**src/rtl/fpga_cfg_pkg.sv**
```systemverilog
// Shared definitions for the fpga_core_2x2 configuration sequencer.
//   cfg_state_t    sequencer state encoding
//   CLB_BITS_2X2   CLB scan chain length of the 2x2 core
//   CONN_BITS_2X2  connection scan chain length of the 2x2 core
//   words_for()    number of W-bit stream words needed to fill a chain
package fpga_cfg_pkg;

  typedef enum logic [2:0] {
    S_IDLE,
    S_LOAD_CLB,
    S_GAP1,
    S_LOAD_CONN,
    S_GAP2,
    S_RST,
    S_DONE
  } cfg_state_t;

  localparam int CLB_BITS_2X2  = 116;
  localparam int CONN_BITS_2X2 = 432;

  function automatic int words_for(input int bits, input int w);
    return (bits + w - 1) / w;
  endfunction

endpackage

```
**src/rtl/fpga_config_ctrl_if.sv**
```systemverilog
// Bitstream word stream (valid/ready).
//   bs_data   W-bit bitstream word
//   bs_valid  bs_data valid
//   bs_ready  word accepted when bs_valid && bs_ready
// master = bitstream source, slave = configuration controller.
interface fpga_config_ctrl_if #(
  parameter int W = 8
);
  logic [W-1:0] bs_data;
  logic         bs_valid;
  logic         bs_ready;

  modport master (output bs_data, output bs_valid, input bs_ready);
  modport slave  (input bs_data, input bs_valid, output bs_ready);
endinterface

```
**src/rtl/cfg_word_serializer.sv**
```systemverilog
// Word-to-bit serializer for the configuration stream.
//   clk, reset_n  controller clock, async active-low reset
//   enable        a load phase is active; bs_ready is held low otherwise
//   advance       the current bit is consumed this cycle
//   flush         phase end: drop any bits left in the current word
//   refill_ok     a new word may be taken while the last bit is consumed
//   bs            bitstream stream (slave side)
//   ser_bit       current bit (LSB of the remaining word)
//   ser_bit_valid a bit is available
module cfg_word_serializer #(
  parameter int W = 8
) (
  input  logic                clk,
  input  logic                reset_n,
  input  logic                enable,
  input  logic                advance,
  input  logic                flush,
  input  logic                refill_ok,
  fpga_config_ctrl_if.slave   bs,
  output logic                ser_bit,
  output logic                ser_bit_valid
);
  localparam int IW = $clog2(W + 1);

  logic [W-1:0]  shreg;
  logic [IW-1:0] bits_left;
  logic          accept;

  assign ser_bit_valid = (bits_left != '0);
  assign ser_bit       = shreg[0];

  // Taking a word while the last bit leaves gives gapless back-to-back words.
  assign bs.bs_ready = enable &&
                       ((bits_left == '0) ||
                        ((bits_left == IW'(1)) && advance && refill_ok));
  assign accept = bs.bs_valid && bs.bs_ready;

  always_ff @(posedge clk or negedge reset_n) begin
    if (!reset_n) begin
      shreg     <= '0;
      bits_left <= '0;
    end else if (accept) begin
      // A word taken on the final bit of a phase belongs to the next phase.
      shreg     <= bs.bs_data;
      bits_left <= IW'(W);
    end else if (flush) begin
      bits_left <= '0;
    end else if (advance) begin
      shreg     <= shreg >> 1;
      bits_left <= bits_left - 1'b1;
    end
  end

endmodule

```
**src/rtl/fpga_config_ctrl.sv**
```systemverilog
// Configuration sequencer for fpga_core_2x2: serialises the bitstream into
// the CLB chain, then the connection chain, then enables the fabric clock
// and issues a timed fabric reset.
//   clk            controller clock (also the core scan clock)
//   reset_n        async active-low reset
//   start          begin configuration (honoured in IDLE/DONE only)
//   bs             bitstream stream (slave side)
//   clb_scan_in/en CLB chain data / shift enable
//   conn_scan_in/en connection chain data / shift enable
//   fpga_clk_en    fabric clock gate
//   fpga_reset     active-high fabric reset
//   busy, done     status
//
// state       | meaning
// ------------+---------------------------------------------
// S_IDLE      | after reset, waiting for start
// S_LOAD_CLB  | shifting CLB_BITS bits into the CLB chain
// S_GAP1      | GAP_CYCLES with both enables low
// S_LOAD_CONN | shifting CONN_BITS bits into the connection chain
// S_GAP2      | GAP_CYCLES with both enables low
// S_RST       | fabric clock on, fabric reset for RST_CYCLES
// S_DONE      | configured, waiting for a restart
module fpga_config_ctrl
  import fpga_cfg_pkg::*;
#(
  parameter int W          = 8,
  parameter int CLB_BITS   = CLB_BITS_2X2,
  parameter int CONN_BITS  = CONN_BITS_2X2,
  parameter int RST_CYCLES = 2,
  parameter int GAP_CYCLES = 1
) (
  input  logic              clk,
  input  logic              reset_n,
  input  logic              start,
  fpga_config_ctrl_if.slave bs,
  output logic              clb_scan_in,
  output logic              clb_scan_en,
  output logic              conn_scan_in,
  output logic              conn_scan_en,
  output logic              fpga_clk_en,
  output logic              fpga_reset,
  output logic              busy,
  output logic              done
);
  localparam int MAX_BITS = (CLB_BITS > CONN_BITS) ? CLB_BITS : CONN_BITS;
  localparam int CW = $clog2(MAX_BITS + 1);
  localparam int RW = $clog2(RST_CYCLES + 1);
  localparam int GW = $clog2(GAP_CYCLES + 1);

  cfg_state_t    state;
  logic [CW-1:0] chain_cnt;
  logic [RW-1:0] rst_cnt;
  logic [GW-1:0] gap_cnt;

  logic in_load;
  logic chain_last;
  logic advance;
  logic refill_ok;
  logic ser_bit;
  logic ser_bit_valid;

  assign in_load    = (state == S_LOAD_CLB) || (state == S_LOAD_CONN);
  assign chain_last = (state == S_LOAD_CLB) ? (chain_cnt == CW'(CLB_BITS - 1))
                                            : (chain_cnt == CW'(CONN_BITS - 1));
  assign advance    = in_load && ser_bit_valid;
  // Prefetch across the CLB->CONN boundary only; after the last connection
  // bit nothing more may be pulled from the stream.
  assign refill_ok  = (state == S_LOAD_CLB) || !chain_last;

  cfg_word_serializer #(.W(W)) u_ser (
    .clk           (clk),
    .reset_n       (reset_n),
    .enable        (in_load),
    .advance       (advance),
    .flush         (advance && chain_last),
    .refill_ok     (refill_ok),
    .bs            (bs),
    .ser_bit       (ser_bit),
    .ser_bit_valid (ser_bit_valid)
  );

  always_ff @(posedge clk or negedge reset_n) begin
    if (!reset_n) begin
      state        <= S_IDLE;
      chain_cnt    <= '0;
      rst_cnt      <= '0;
      gap_cnt      <= '0;
      clb_scan_in  <= 1'b0;
      clb_scan_en  <= 1'b0;
      conn_scan_in <= 1'b0;
      conn_scan_en <= 1'b0;
      fpga_clk_en  <= 1'b0;
      fpga_reset   <= 1'b0;
      busy         <= 1'b0;
      done         <= 1'b0;
    end else begin
      case (state)
        S_IDLE, S_DONE: begin
          if (start) begin
            state       <= S_LOAD_CLB;
            chain_cnt   <= '0;
            busy        <= 1'b1;
            done        <= 1'b0;
            fpga_clk_en <= 1'b0;
          end
        end
        S_LOAD_CLB: begin
          // Underflow stalls the chain; scan_in keeps its last value.
          if (ser_bit_valid) begin
            clb_scan_en <= 1'b1;
            clb_scan_in <= ser_bit;
            if (chain_last) begin
              state     <= S_GAP1;
              chain_cnt <= '0;
              gap_cnt   <= GW'(GAP_CYCLES);
            end else begin
              chain_cnt <= chain_cnt + 1'b1;
            end
          end else begin
            clb_scan_en <= 1'b0;
          end
        end
        S_GAP1: begin
          clb_scan_en <= 1'b0;
          if (gap_cnt == GW'(1)) begin
            state <= S_LOAD_CONN;
          end else begin
            gap_cnt <= gap_cnt - 1'b1;
          end
        end
        S_LOAD_CONN: begin
          if (ser_bit_valid) begin
            conn_scan_en <= 1'b1;
            conn_scan_in <= ser_bit;
            if (chain_last) begin
              state     <= S_GAP2;
              chain_cnt <= '0;
              gap_cnt   <= GW'(GAP_CYCLES);
            end else begin
              chain_cnt <= chain_cnt + 1'b1;
            end
          end else begin
            conn_scan_en <= 1'b0;
          end
        end
        S_GAP2: begin
          conn_scan_en <= 1'b0;
          if (gap_cnt == GW'(1)) begin
            state       <= S_RST;
            fpga_clk_en <= 1'b1;
            fpga_reset  <= 1'b1;
            rst_cnt     <= RW'(RST_CYCLES);
          end else begin
            gap_cnt <= gap_cnt - 1'b1;
          end
        end
        S_RST: begin
          if (rst_cnt == RW'(1)) begin
            state      <= S_DONE;
            fpga_reset <= 1'b0;
            done       <= 1'b1;
            busy       <= 1'b0;
          end else begin
            rst_cnt <= rst_cnt - 1'b1;
          end
        end
        default: state <= S_IDLE;
      endcase
    end
  end

endmodule

```
**src/flat_wrapper.sv**
```systemverilog
// flat-port wrapper written by rule: the top's interface ports become plain ports
module fpga_config_ctrl_flat import fpga_cfg_pkg::*;
#(
  parameter int W          = 8,
  parameter int CLB_BITS   = CLB_BITS_2X2,
  parameter int CONN_BITS  = CONN_BITS_2X2,
  parameter int RST_CYCLES = 2,
  parameter int GAP_CYCLES = 1
)
  (clk, reset_n, start, clb_scan_in, clb_scan_en, conn_scan_in, conn_scan_en, fpga_clk_en, fpga_reset, busy, done, bs_bs_data, bs_bs_valid, bs_bs_ready);
  fpga_config_ctrl_if #(.W(W)) bs_i ();
  input  logic clk;
  input  logic reset_n;
  input  logic start;
  output logic clb_scan_in;
  output logic clb_scan_en;
  output logic conn_scan_in;
  output logic conn_scan_en;
  output logic fpga_clk_en;
  output logic fpga_reset;
  output logic busy;
  output logic done;
  input wire logic [$bits(bs_i.bs_data)-1:0] bs_bs_data;
  input wire logic [$bits(bs_i.bs_valid)-1:0] bs_bs_valid;
  output wire logic [$bits(bs_i.bs_ready)-1:0] bs_bs_ready;
  assign bs_i.bs_data = bs_bs_data;
  assign bs_i.bs_valid = bs_bs_valid;
  assign bs_bs_ready = bs_i.bs_ready;
  fpga_config_ctrl #(.W(W), .CLB_BITS(CLB_BITS), .CONN_BITS(CONN_BITS), .RST_CYCLES(RST_CYCLES), .GAP_CYCLES(GAP_CYCLES)) u_core (.clk(clk), .reset_n(reset_n), .start(start), .bs(bs_i), .clb_scan_in(clb_scan_in), .clb_scan_en(clb_scan_en), .conn_scan_in(conn_scan_in), .conn_scan_en(conn_scan_en), .fpga_clk_en(fpga_clk_en), .fpga_reset(fpga_reset), .busy(busy), .done(done));
endmodule
```
**config.mk**
```make
export PLATFORM = sky130hd
export DESIGN_NAME = fpga_config_ctrl_flat
export DESIGN_NICKNAME = d
export VERILOG_FILES = /design/src/rtl/fpga_cfg_pkg.sv /design/src/rtl/fpga_config_ctrl_if.sv /design/src/rtl/cfg_word_serializer.sv /design/src/rtl/fpga_config_ctrl.sv /design/src/flat_wrapper.sv
export SDC_FILE = /design/constraint.sdc
export NUM_CORES = 1
export LEC_CHECK = 0
export ABC_AREA = 1
export CAP_MARGIN = 20
export CORE_AREA = 2 2 61 63
export DETAILED_ROUTE_END_ITERATION = 8
export DIE_AREA = 0 0 63 65
export PLACE_DENSITY = 0.82
export SYNTH_ARGS = -nofsm -noshare
export SYNTH_HDL_FRONTEND = slang
export SYNTH_SLANG_ARGS = --single-unit
```
**constraint.sdc**
```tcl
create_clock -name clk -period 4.15 [get_ports clk]
set_input_delay 1.245 -clock clk [delete_from_list [all_inputs] [get_ports clk]]
set_output_delay 1.245 -clock clk [all_outputs]
set_load 0.01 [all_outputs]
```
======== Word level (Yosys, flattened, before mapping) ========
Cells that the tools add are included.
word-level totals
  output and inout port bits .............. 9
  input port bits ......................... 12
  flip-flop bits (word level) ............. 35
operators by class
  muxes and demuxes ....................... 39
  equality and inequality tests ........... 22
  $add $sub $neg .......................... 4
  reduce and logical (&&, ||, !) cells .... 35
operators with widths
  kind                                                 count
  two-way mux 9 bit                                    3
  two-way mux 3 bit                                    8
  two-way mux 8 bit                                    3
  != test 2 x 1 -> 1 bit, second input constant        10
  one-hot mux 3 bit (6 select lines)                   1
  one-hot mux 9 bit (2 select lines)                   1
  AND reduction 3 bit                                  6
  nonzero test 2 bit                                   8
  one-hot mux 1 bit (2 select lines)                   7
  two-way mux 4 bit                                    3
  two-way mux 1 bit                                    10
  adder 9 x 1 -> 9 bit, second input constant          1
  equality test 3 bit, second input constant           3
  equality test 9 x 7 -> 1 bit, second input constant  1
  equality test 9 bit, second input constant           1
  AND reduction 8 bit                                  1
  equality test 3 x 2 -> 1 bit, second input constant  2
  logical AND 1 bit                                    6
  AND reduction 2 bit                                  3
  OR reduction 2 bit                                   3
  equality test 4 x 1 -> 1 bit, second input constant  1
  logical NOT 4 bit                                    1
  two-way mux 2 bit                                    2
  != test 2 bit, second input constant                 2
  11 further kinds                                     13

======== Logic depth before layout (Yosys ltp) ========
  depth after elaboration ................. 10
  depth in mapped cells ................... 12
  gate-level depth less buffers ........... 11

======== Hierarchy ========
Synthesis repeated with hierarchy kept, for this count alone.
second synthesis, totals
  cell total of the unflattened synthesis .. 277
  area, all modules ....................... 2130.8 sq um
by module, submodules not included
  module               seq. area each (sq um)  instances  cells each  area each (sq um)
  fpga_config_ctrl     575.6                   1          174         1345.0
  cfg_word_serializer  300.3                   1          103         785.8

======== Worst setup path after synthesis ========
No wires, ideal clock.
  kind .................................... register -> output
  from .................................... register u_core.u_ser.bits_left[0]
  to ...................................... output bs_bs_ready
  data arrival time ....................... 1.084 ns
  buffers on the path ..................... 0
  data required time ...................... 2.905 ns
  cell stages (with the launch flop) ...... 7
  setup slack ............................. 1.821 ns
  path through ............................ dfrtp_1 inv_1 ha_1 nand2_1 nor2_2 nand2_1 nand2_4
on the way
  longest elaborated chain between the ends .. 6
  elaborated cells on any way between the ends .. 8
  classes of those cells .................. eq/ne (1); reduce/logical (7)
ends and longest elaborated chain
  what                            line                       text
  start: declaration              cfg_word_serializer.sv:26  logic [IW-1:0] bits_left;
  start signal: assignment        cfg_word_serializer.sv:45  bits_left <= IW'(W);
  start signal: assignment        cfg_word_serializer.sv:50  bits_left <= bits_left - 1'b1;
  nonzero test 4 bit              cfg_word_serializer.sv:29  assign ser_bit_valid = (bits_left != '0);
  logical AND 1 bit               fpga_config_ctrl.sv:65     assign advance = in_load && ser_bit_valid;
  logical AND 1 bit (2 in a row)  cfg_word_serializer.sv:35  ((bits_left == IW'(1)) && advance && refill_ok));
  logical OR 1 bit (*)            cfg_word_serializer.sv:34  ((bits_left == '0) ||
  logical AND 1 bit (*)           cfg_word_serializer.sv:33  assign bs.bs_ready = enable &&
  end: declaration                flat_wrapper.sv:25         output wire logic [$bits(bs_i.bs_ready)-1:0] bs_bs_ready;
Every way passes the cells marked *; elsewhere a longest branch is shown, timed or not.

======== Worst setup path after layout ========
Same ends and word-level chain as after synthesis.

==> flow_summary.yaml <==
outcome:
  status: "finished, final reports clean"
floorplanning:
  fp.dieH_um: 65
  core_area_sq_mm: 0.00350
  die_area_sq_mm: 0.00410
  row_count: 22
  floorplan.initialDensity: 0.582
  ios: 21
  die-width_um: 63
logic_synthesis:
  yosys.area_share.simple: 0.384
  synth-xor-area-share: 0.0215
  yosysMostFrequentCell: "nand2_1"
  synthDistinctLibCells: 29
  yosysWarnings: 0
  synth_seq_cells: 35
  synth_top_family_by_area: "simple AND/OR/NAND/NOR gates"
  yosys-top-cells-count: "nand2_1, dfrtp_1, nand3_1"
  synth-edff-count: 0
  ys_seq_area_frac: 0.431
  netlist_top_cells_area: "dfrtp_1, nand2_1, nand3_1"
  synth_nets: 282
  synth_compound_area_frac: 0.0523
  synthAdderAreaFrac: 0.0246
  avgSynthCellArea_sq_um: 7.65
  syn-cell-area_sq_mm: 0.00203
  yosysTopAreaCell: "dfrtp_1"
  synth_top_area_frac: 0.431
  synthCells: 266
  ys_async_sr_fraction: 1.00
  ys.flop_type: "dfrtp_1"
  synthMuxAreaShare: 0
sta:
  clock.fmax_ghz: 0.298
  tightestPinTransition_ns: 0.430
  fin_crit_ns: 3.35
  finalHoldWorstSlack_ns: 0.489
  setup_viol: 0
  rsz0062_at_grt: "false"
  drv_slew: 0
  finalSetupTns_ns: 0
  post-route-period-util: 0.808
  hold_viol: 0
  clock_skew_ns: 0.0126
  slew_headroom: 0.714
cells_and_area:
  fillCellCount: 298
  antenna_cells: 0
  syn2layout_area_growth_pct: 14.8
  finalInstanceArea_sq_mm: 0.00234
  regArea_sq_um: 876
  drive_above_1_share: 0.0903
  layout.nets: 303
  multi_input_area_sq_um: 981
critical_path:
  ff2ff_path_depth: 9
  cp-end-kind: "primary output"
  r2r-end: "u_core.chain_cnt[3]"
  rrSetupSlack_ns: 2.20
  cp_slowest_cell: "clkdlybuf4s50_1"
  critPathMaxFanout: 9
  startpoint_type: "register"
  path_class: "reg -> out"
  arrival_ns: 2.11
  regToRegStartpoint: "u_core.u_ser.bits_left[0]"
  cp_cell_sequence: "inv_1 -> ha_1 -> nand2_1 -> nor2_2 -> nand2_1 -> nand2_4 -> clkdlybuf4s50_1"
  cpPeakStageDelay_ns: 0.55
  worstPathRequired_ns: 2.90
  path_common_cell: "nand2_1"
place:
  io_buffers: 20
  routabilityCongestion: 0.890
  placed_area_sq_mm: 0.00225
  post-dp-hpwl_um: 2780
routing:
  drc: 0
  num_vias: 1755
  wire_per_inst_um: 11.7
  routed_wl_um: 3930
  drt_pass1_iterations: 4
  vias_per_cell: 5.22
  drtIter0Drc: 88
  final_antenna_net_count: 0
global_routing:
  antenna_found_initial: 0
  grt_pass1_vias: 1694
  grt_pass1_wl_um: 7090
  grt.total_usage: 0.220
  grt_max_degree: 36
  grt_overflow_total: 0
clock_network:
  h-tree-depth: 2
  cts_tree: "done"
  cts_root_buffer: "clkbuf_4"
  path_clk_slew_ns: 0.11
  cts_hold_buf: 0
  clk-insertion-delay-late_ns: 0.35
  clock-sinks: 35
  cts-resized-gates: 0
  cts_buffers: 5
  clockBufferDepth: 2
  cts_setup_buffers: 0
min_path:
  min_to: "u_core.busy"
  hold-path-cell-count: 2
  hp-class: "reg -> reg"
  hold_start: "u_core.busy"
power:
  ir_drop_v: 0.000416
  total_leakage_power_nw: 1.19
  power.density_mw_per_mm2: 698
flow_run:
  max_cap_viol_count: 0
[per-stage QoR]
stage	power, mW	setup WS, ns	cells	util
finish	1.63	0.796	336	0.668
global route	1.78	0.718	336	0.668
CTS	1.63	0.797	336	0.668
detailed placement	1.37	1.19	328	0.644
global placement	1.35	1.24	328	0.644
floorplan	1.17	1.82	266	-
[area by class of cell]
type / instances / share of cell area
multi-input combinational: 192 / 0.420
sequential: 35 / 0.375
timing repair buffer: 21 / 0.0889
inverter: 32 / 0.0536
tap: 48 / 0.0257
clock buffer: 6 / 0.0220
clock inverter: 2 / 0.0150
[worst max path at each step]
stage                                          from  cells past startpoint          end  slack [ns]
after CTS                 u_core.u_ser.bits_left[0]                      7  bs_bs_ready        0.80
after global routing      u_core.u_ser.bits_left[0]                      7  bs_bs_ready        0.72
final                     u_core.u_ser.bits_left[0]                      7  bs_bs_ready        0.80
after floorplan           u_core.u_ser.bits_left[0]                      6  bs_bs_ready        1.82
after detailed placement  u_core.u_ser.bits_left[0]                      7  bs_bs_ready        1.19
after global placement    u_core.u_ser.bits_left[0]                      7  bs_bs_ready        1.24
[critical path, delay by kind of cell, from the launching register on]
| family | cells | cell delay [ns] |
|---|---|---|
| adder cells (fa/ha/maj) | 1 | 0.19 |
| flip-flops | 1 | 0.42 |
| buffers and inverters | 2 | 0.65 |
| AND/OR/NAND/NOR | 4 | 0.50 |
[where the power goes]
part           switching (mW)  leakage (nW)  internal [mW]
Combinational           0.493         0.696          0.304
Sequential             0.0965         0.442          0.472
Clock                   0.123        0.0482          0.142
Total                   0.712          1.19          0.918
[cell families after synthesis]
| kind of cell | Yosys count |
|---|---|
| AO/OA/AOI/OAI | 20 |
| XOR/XNOR | 5 |
| adder cells (fa/ha/maj) | 4 |
| buffers and inverters | 39 |
| flip-flops | 35 |
| AND/OR/NAND/NOR | 163 |
[sequential cells by signal, summed over array words and instances (netlist names)]
signal / cells
u_core.chain_cnt: 9
u_core.state: 3
u_core.gap_cnt: 1
u_core.fpga_reset: 1
u_core.u_ser.bits_left: 4
u_core.done: 1
u_core.clb_scan_in: 1
u_core.conn_scan_en: 1
u_core.fpga_clk_en: 1
u_core.u_ser.shreg: 8
u_core.busy: 1
u_core.clb_scan_en: 1
u_core.rst_cnt: 2
u_core.conn_scan_in: 1
[cell usage in the layout (no fill, tap or decap), types with 2 or more instances in the layout]
master           Yosys  final
a21oi_1              3      3
clkbuf_4             0      5
clkdlybuf4s50_1      0     20
dfrtp_1             35     35
ha_1                 4      4
inv_1               29     29
inv_2                2      2
nand2_1             84     84
nand2_2              4      4
nand2_4              4      4
nand3_1             35     35
nand3b_1             8      8
nand4_1              6      6
nor2_1              15     15
nor2_2               2      2
o21ai_0             13     13
xnor2_1              2      2
xor2_1               3      3
[routing by layer]
metal  vias up  part of all wire  GRT usage
li1        897                 -          -
met1       818              0.45      0.270
met2        35              0.50      0.388
met3         5             0.044     0.0313
met4         0            0.0084     0.0944
met5         -                 0          0
No activity file was read; power rests on OpenSTA's default activity.
==> edit 1 (same flow settings) <==
`RST_CYCLES` is set to 2 in 2 places; all go to 4.
--- a/src/rtl/fpga_config_ctrl.sv
+++ b/src/rtl/fpga_config_ctrl.sv
@@ -27,5 +27,5 @@
   parameter int CLB_BITS   = CLB_BITS_2X2,
   parameter int CONN_BITS  = CONN_BITS_2X2,
-  parameter int RST_CYCLES = 2,
+  parameter int RST_CYCLES = 4,
   parameter int GAP_CYCLES = 1
 ) (
--- a/src/flat_wrapper.sv
+++ b/src/flat_wrapper.sv
@@ -5,5 +5,5 @@
   parameter int CLB_BITS   = CLB_BITS_2X2,
   parameter int CONN_BITS  = CONN_BITS_2X2,
-  parameter int RST_CYCLES = 2,
+  parameter int RST_CYCLES = 4,
   parameter int GAP_CYCLES = 1
 )
Check against the original RTL: same outputs for any inputs over 10 cycles, from zero or initial values and one cycle with reset_n low; that may be too few to reach the edited logic, so the function may still have changed.
==> edit 1 against the unedited design <==
Core utilization is 0.072 points higher; die area stayed put; via count is 1.7% higher; worst setup slack better by 0.047 ns; sequential cell count is 1 higher; sequential share of layout area is 1.0 points higher; global-route usage is 0.69 points higher; power is 0.88% lower; non-clock buffer count stayed put; maximum frequency is 1.4% higher; routed wire length is 2.3% higher; synthesized area is 0.68% higher; count of clock-buffer cells in the layout is 2 higher; design area is 0.11% higher; critical endpoint unchanged.
==> edit 1: results <==
run_status:
  status: "completed"
clock_tree:
  cts_htree_levels: 2
  clkLatencyLatePin_ns: 0.35
  cts-hold-fix-buffers: 0
  cts_resized: 0
  tritoncts.num_buffers: 5
  clock-root-buffer: "clkbuf_4"
  post_cts_buffers: 0
  clock_path_buffers: 2
  clk_pin_slew_worst_paths_ns: 0.11
place:
  gp_congestion: 0.835
  numPortBuffers: 20
  dp_hpwl_um: 2940
synthesis:
  synth-compound-area-share_pct: 7.76
  yosys-top-cells-count: "nand2_1, dfrtp_1, nor2_1, nand3_1, inv_1"
  syn_nets: 292
  synth_cell_types: 29
  synth_async_sr_flop_share_pct: 100
  synth-adder-area-share_pct: 3.05
  yosys-mux-area-fraction_pct: 0
  synth-xor-area-share_pct: 1.71
  synth-seq-area-share_pct: 44.0
  synthTopCellsByArea: "dfrtp_1, nand2_1, nand3_1"
critical_path:
  critPathTopFamily: "buffers and inverters"
  cp_max_fo: 9
  cp-start-kind: "register"
  arrival_ns: 2.06
  reg2reg_depth: 9
  r2r-start: "u_core.u_ser.bits_left[0]"
  crit_slowest_cell: "clkdlybuf4s50_1"
global_routing:
  use_met1_pct: 28.2
  grt_pass1_wl_um: 7220
  grt_pass1_vias: 1646
  grtUsageMet2_pct: 37.9
  grt_use_total_pct: 22.7
  grtUsageMet3_pct: 5.21
  grt_start_max_net_pins: 37
  antenna_found_initial: 0
route:
  drt-initial-drc-count: 113
  wl_per_cell_um: 11.6
  first_pass_iters: 4
  via_per_inst: 5.14
finish:
  drive_above_1_share_pct: 8.03
  largest_reg_flops: 9
  nFillCells: 318
  finalNetCount: 315
power_and_ir_drop:
  ir_worst_vdd_mv: 0.404
  leakage_nw: 1.17
timing:
  finalClockSkew_ns: 0.0134
  slew-limit-headroom_pct: 70.4
worst_hold_path:
  min_from: "u_core.fpga_clk_en"
  min_path_cells: 2
  min_path_type: "reg2reg"
job:
  cap_violations: 0
==> edit 1: through the flow <==
stage | power (mW) | cell area, µm² | setup WS [ns] | instances
final | 1.62 | 2340 | 0.843 | 347
after floorplan | 1.19 | 2050 | 1.86 | 275
after detailed placement | 1.42 | 2280 | 1.22 | 339
after global placement | 1.41 | 2280 | 1.27 | 339
after CTS | 1.63 | 2340 | 0.829 | 347
after global routing | 1.78 | 2340 | 0.712 | 347
==> edit 1: logic make-up after synthesis <==
group	after synthesis
AOI/OAI and AO/OA	28
DFF	36
and+or+nand+nor	162
xor gates and xnor gates	4
adders and majority gates	5
buffers and inverters	40
==> edit 1: routing by layer <==
layer / vias up / share of wire [%]
li1: 921 / -
met1: 818 / 45
met2: 39 / 49
met3: 6 / 4.6
met4: 0 / 1.0
met5: - / 0
==> edit 1: worst paths after layout <==
check / slack [ns] / end
setup reg to reg: 2.31 / u_core.u_ser.bits_left[0]
min in group asynchronous: 1.30 / u_core.conn_scan_in
setup / recovery: 0.84 / bs_bs_ready
hold / removal: 0.48 / u_core.fpga_clk_en
max in group asynchronous: 2.53 / u_core.u_ser.bits_left[3]
hold reg to reg: 0.48 / u_core.fpga_clk_en
==> edit 1: power breakdown <==
group / leakage, nW / internal [mW] / switching (mW) / total [mW]
clock: 0.0326 / 0.0836 / 0.116 / 0.199
sequential: 0.455 / 0.484 / 0.102 / 0.585
combinational: 0.679 / 0.318 / 0.514 / 0.831
==> edit 1: cell type report <==
type	count	area, µm²	area share, %
Clock buffer	8	58.8	2.51
Inverter	35	134	5.72
Multi-Input combinational cell	199	977	41.8
Sequential cell	36	901	38.5
Tap cell	48	60.1	2.57
Timing Repair Buffer	21	208	8.88
==> edit 2 (config.mk and constraints unchanged) <==
Without the edit above. Register the output `clb_scan_in` once more; this adds one clock of latency there. The other outputs are not delayed to match.
--- a/src/rtl/fpga_config_ctrl.sv
+++ b/src/rtl/fpga_config_ctrl.sv
@@ -48,4 +48,6 @@
   localparam int GW = $clog2(GAP_CYCLES + 1);
 
+  logic clb_scan_in_s0;
+
   cfg_state_t    state;
   logic [CW-1:0] chain_cnt;
@@ -86,5 +88,5 @@
       rst_cnt      <= '0;
       gap_cnt      <= '0;
-      clb_scan_in  <= 1'b0;
+      clb_scan_in_s0 <= 1'b0;
       clb_scan_en  <= 1'b0;
       conn_scan_in <= 1'b0;
@@ -109,5 +111,5 @@
           if (ser_bit_valid) begin
             clb_scan_en <= 1'b1;
-            clb_scan_in <= ser_bit;
+            clb_scan_in_s0 <= ser_bit;
             if (chain_last) begin
               state     <= S_GAP1;
@@ -170,4 +172,8 @@
   end
 
+  always_ff @(posedge clk) begin
+    clb_scan_in <= clb_scan_in_s0;
+  end
+
 endmodule
 
Check against the original RTL: not equivalent (a bounded check fails within 4 cycles, from zero or initial values and one cycle with reset_n low).
==> edit 2 against the unedited design <==
Power grew 0.92%; final cell count unchanged; synthesized area increased by 3.3%; worst setup slack got worse by 0.23 ns; worst hold slack got worse by 0.11 ns; routed wire length is 5.6% higher; sequential share of layout area increased by 0.072 points; sequential cell count grew 1; largest power group unchanged; count of clock-buffer cells in the layout rose by 2; design area up 2.1%.
==> edit 2: results <==
power_and_ir_drop:
  leakage_nw: 1.17
  swShare_pct: 46.0
  pg_seq_uw: 574
  p_sw_uw: 757
  clkPwrFrac_pct: 12.0
  ir_worst_vdd_mv: 0.328
route:
  met2_length_um: 2160
  met1Wirelength_um: 1760
  via_per_inst: 5.34
  finalWirelength_um: 4150
  drt-initial-drc-count: 111
  dr_wl_met3_um: 154
run_status:
  status: "completed"
synthesis:
  synth-seq-area-share_pct: 42.6
  synth_async_sr_flop_share_pct: 97.2
  syn_nets: 280
  synth_area_per_cell_um2: 7.96
  synth_top_family_by_area: "simple AND/OR/NAND/NOR gates"
  synth_cell_types: 31
  synth-compound-area-share_pct: 8.99
  synth-adder-area-share_pct: 2.38
  synthTopCellsByArea: "dfrtp_1, nand2_1, nand3_1"
critical_path:
  reg2reg_depth: 9
  timing.rr.end: "u_core.state[0]"
  r2r-start: "u_core.state[0]"
  cp_max_fo: 7
  worst_path_largest_cell_delay_ns: 0.57
  arrival_ns: 2.34
  worst-r2r-setup-slack_ns: 2.26
global_routing:
  grt_start_max_net_pins: 36
  grt_use_total_pct: 23.5
  grt_pass1_wl_um: 7460
  grt_pass1_vias: 1774
finish:
  finalNetCount: 303
  drive_above_1_share_pct: 11.1
  final_cell_count_no_fill: 336
place:
  placed_cell_area_um2: 2330
  place_ws_ns: 0.954
  gp_congestion: 0.873
  dp_hpwl_um: 3040
worst_hold_path:
  min_from: "u_core.clb_scan_in_s0"
timing:
  timing.fmax_mhz: 279
  finalClockSkew_ns: 0.00508
  slew-limit-headroom_pct: 69.9
edit 2: cell type report:
type                    count  area, µm²
fillers                   306       1110
multi-input cells         181       1000
flip-flops and latches     36        896
repair buffers             21        208
inverters                  42        160
well taps                  48       60.1
clock buffers               8       58.8
edit 2: worst min-delay path by stage:
stage                          to  slack (ns)  depth (start not counted)
4_1_cts        u_core.clb_scan_in        0.38                          0
2_1_floorplan  u_core.clb_scan_in        0.35                          0
6_report       u_core.clb_scan_in        0.38                          0
3_3_place_gp   u_core.clb_scan_in        0.36                          0
3_5_place_dp   u_core.clb_scan_in        0.36                          0
5_1_grt        u_core.clb_scan_in        0.40                          0
edit 2: critical path, delay by kind of cell (launching register included):
kind / cells / cell delay [ns]
AOI/OAI and AO/OA: 1 / 0.20
adders and majority gates: 1 / 0.24
buffers and inverters: 2 / 0.64
DFF: 1 / 0.40
and+or+nand+nor: 4 / 0.50
edit 2: metal layers:
metal  up-vias  track usage, %
met4         0            12.2
met2        42            42.6
met5         -               0
met1       854            26.5
li1        892               -
met3         5            3.82
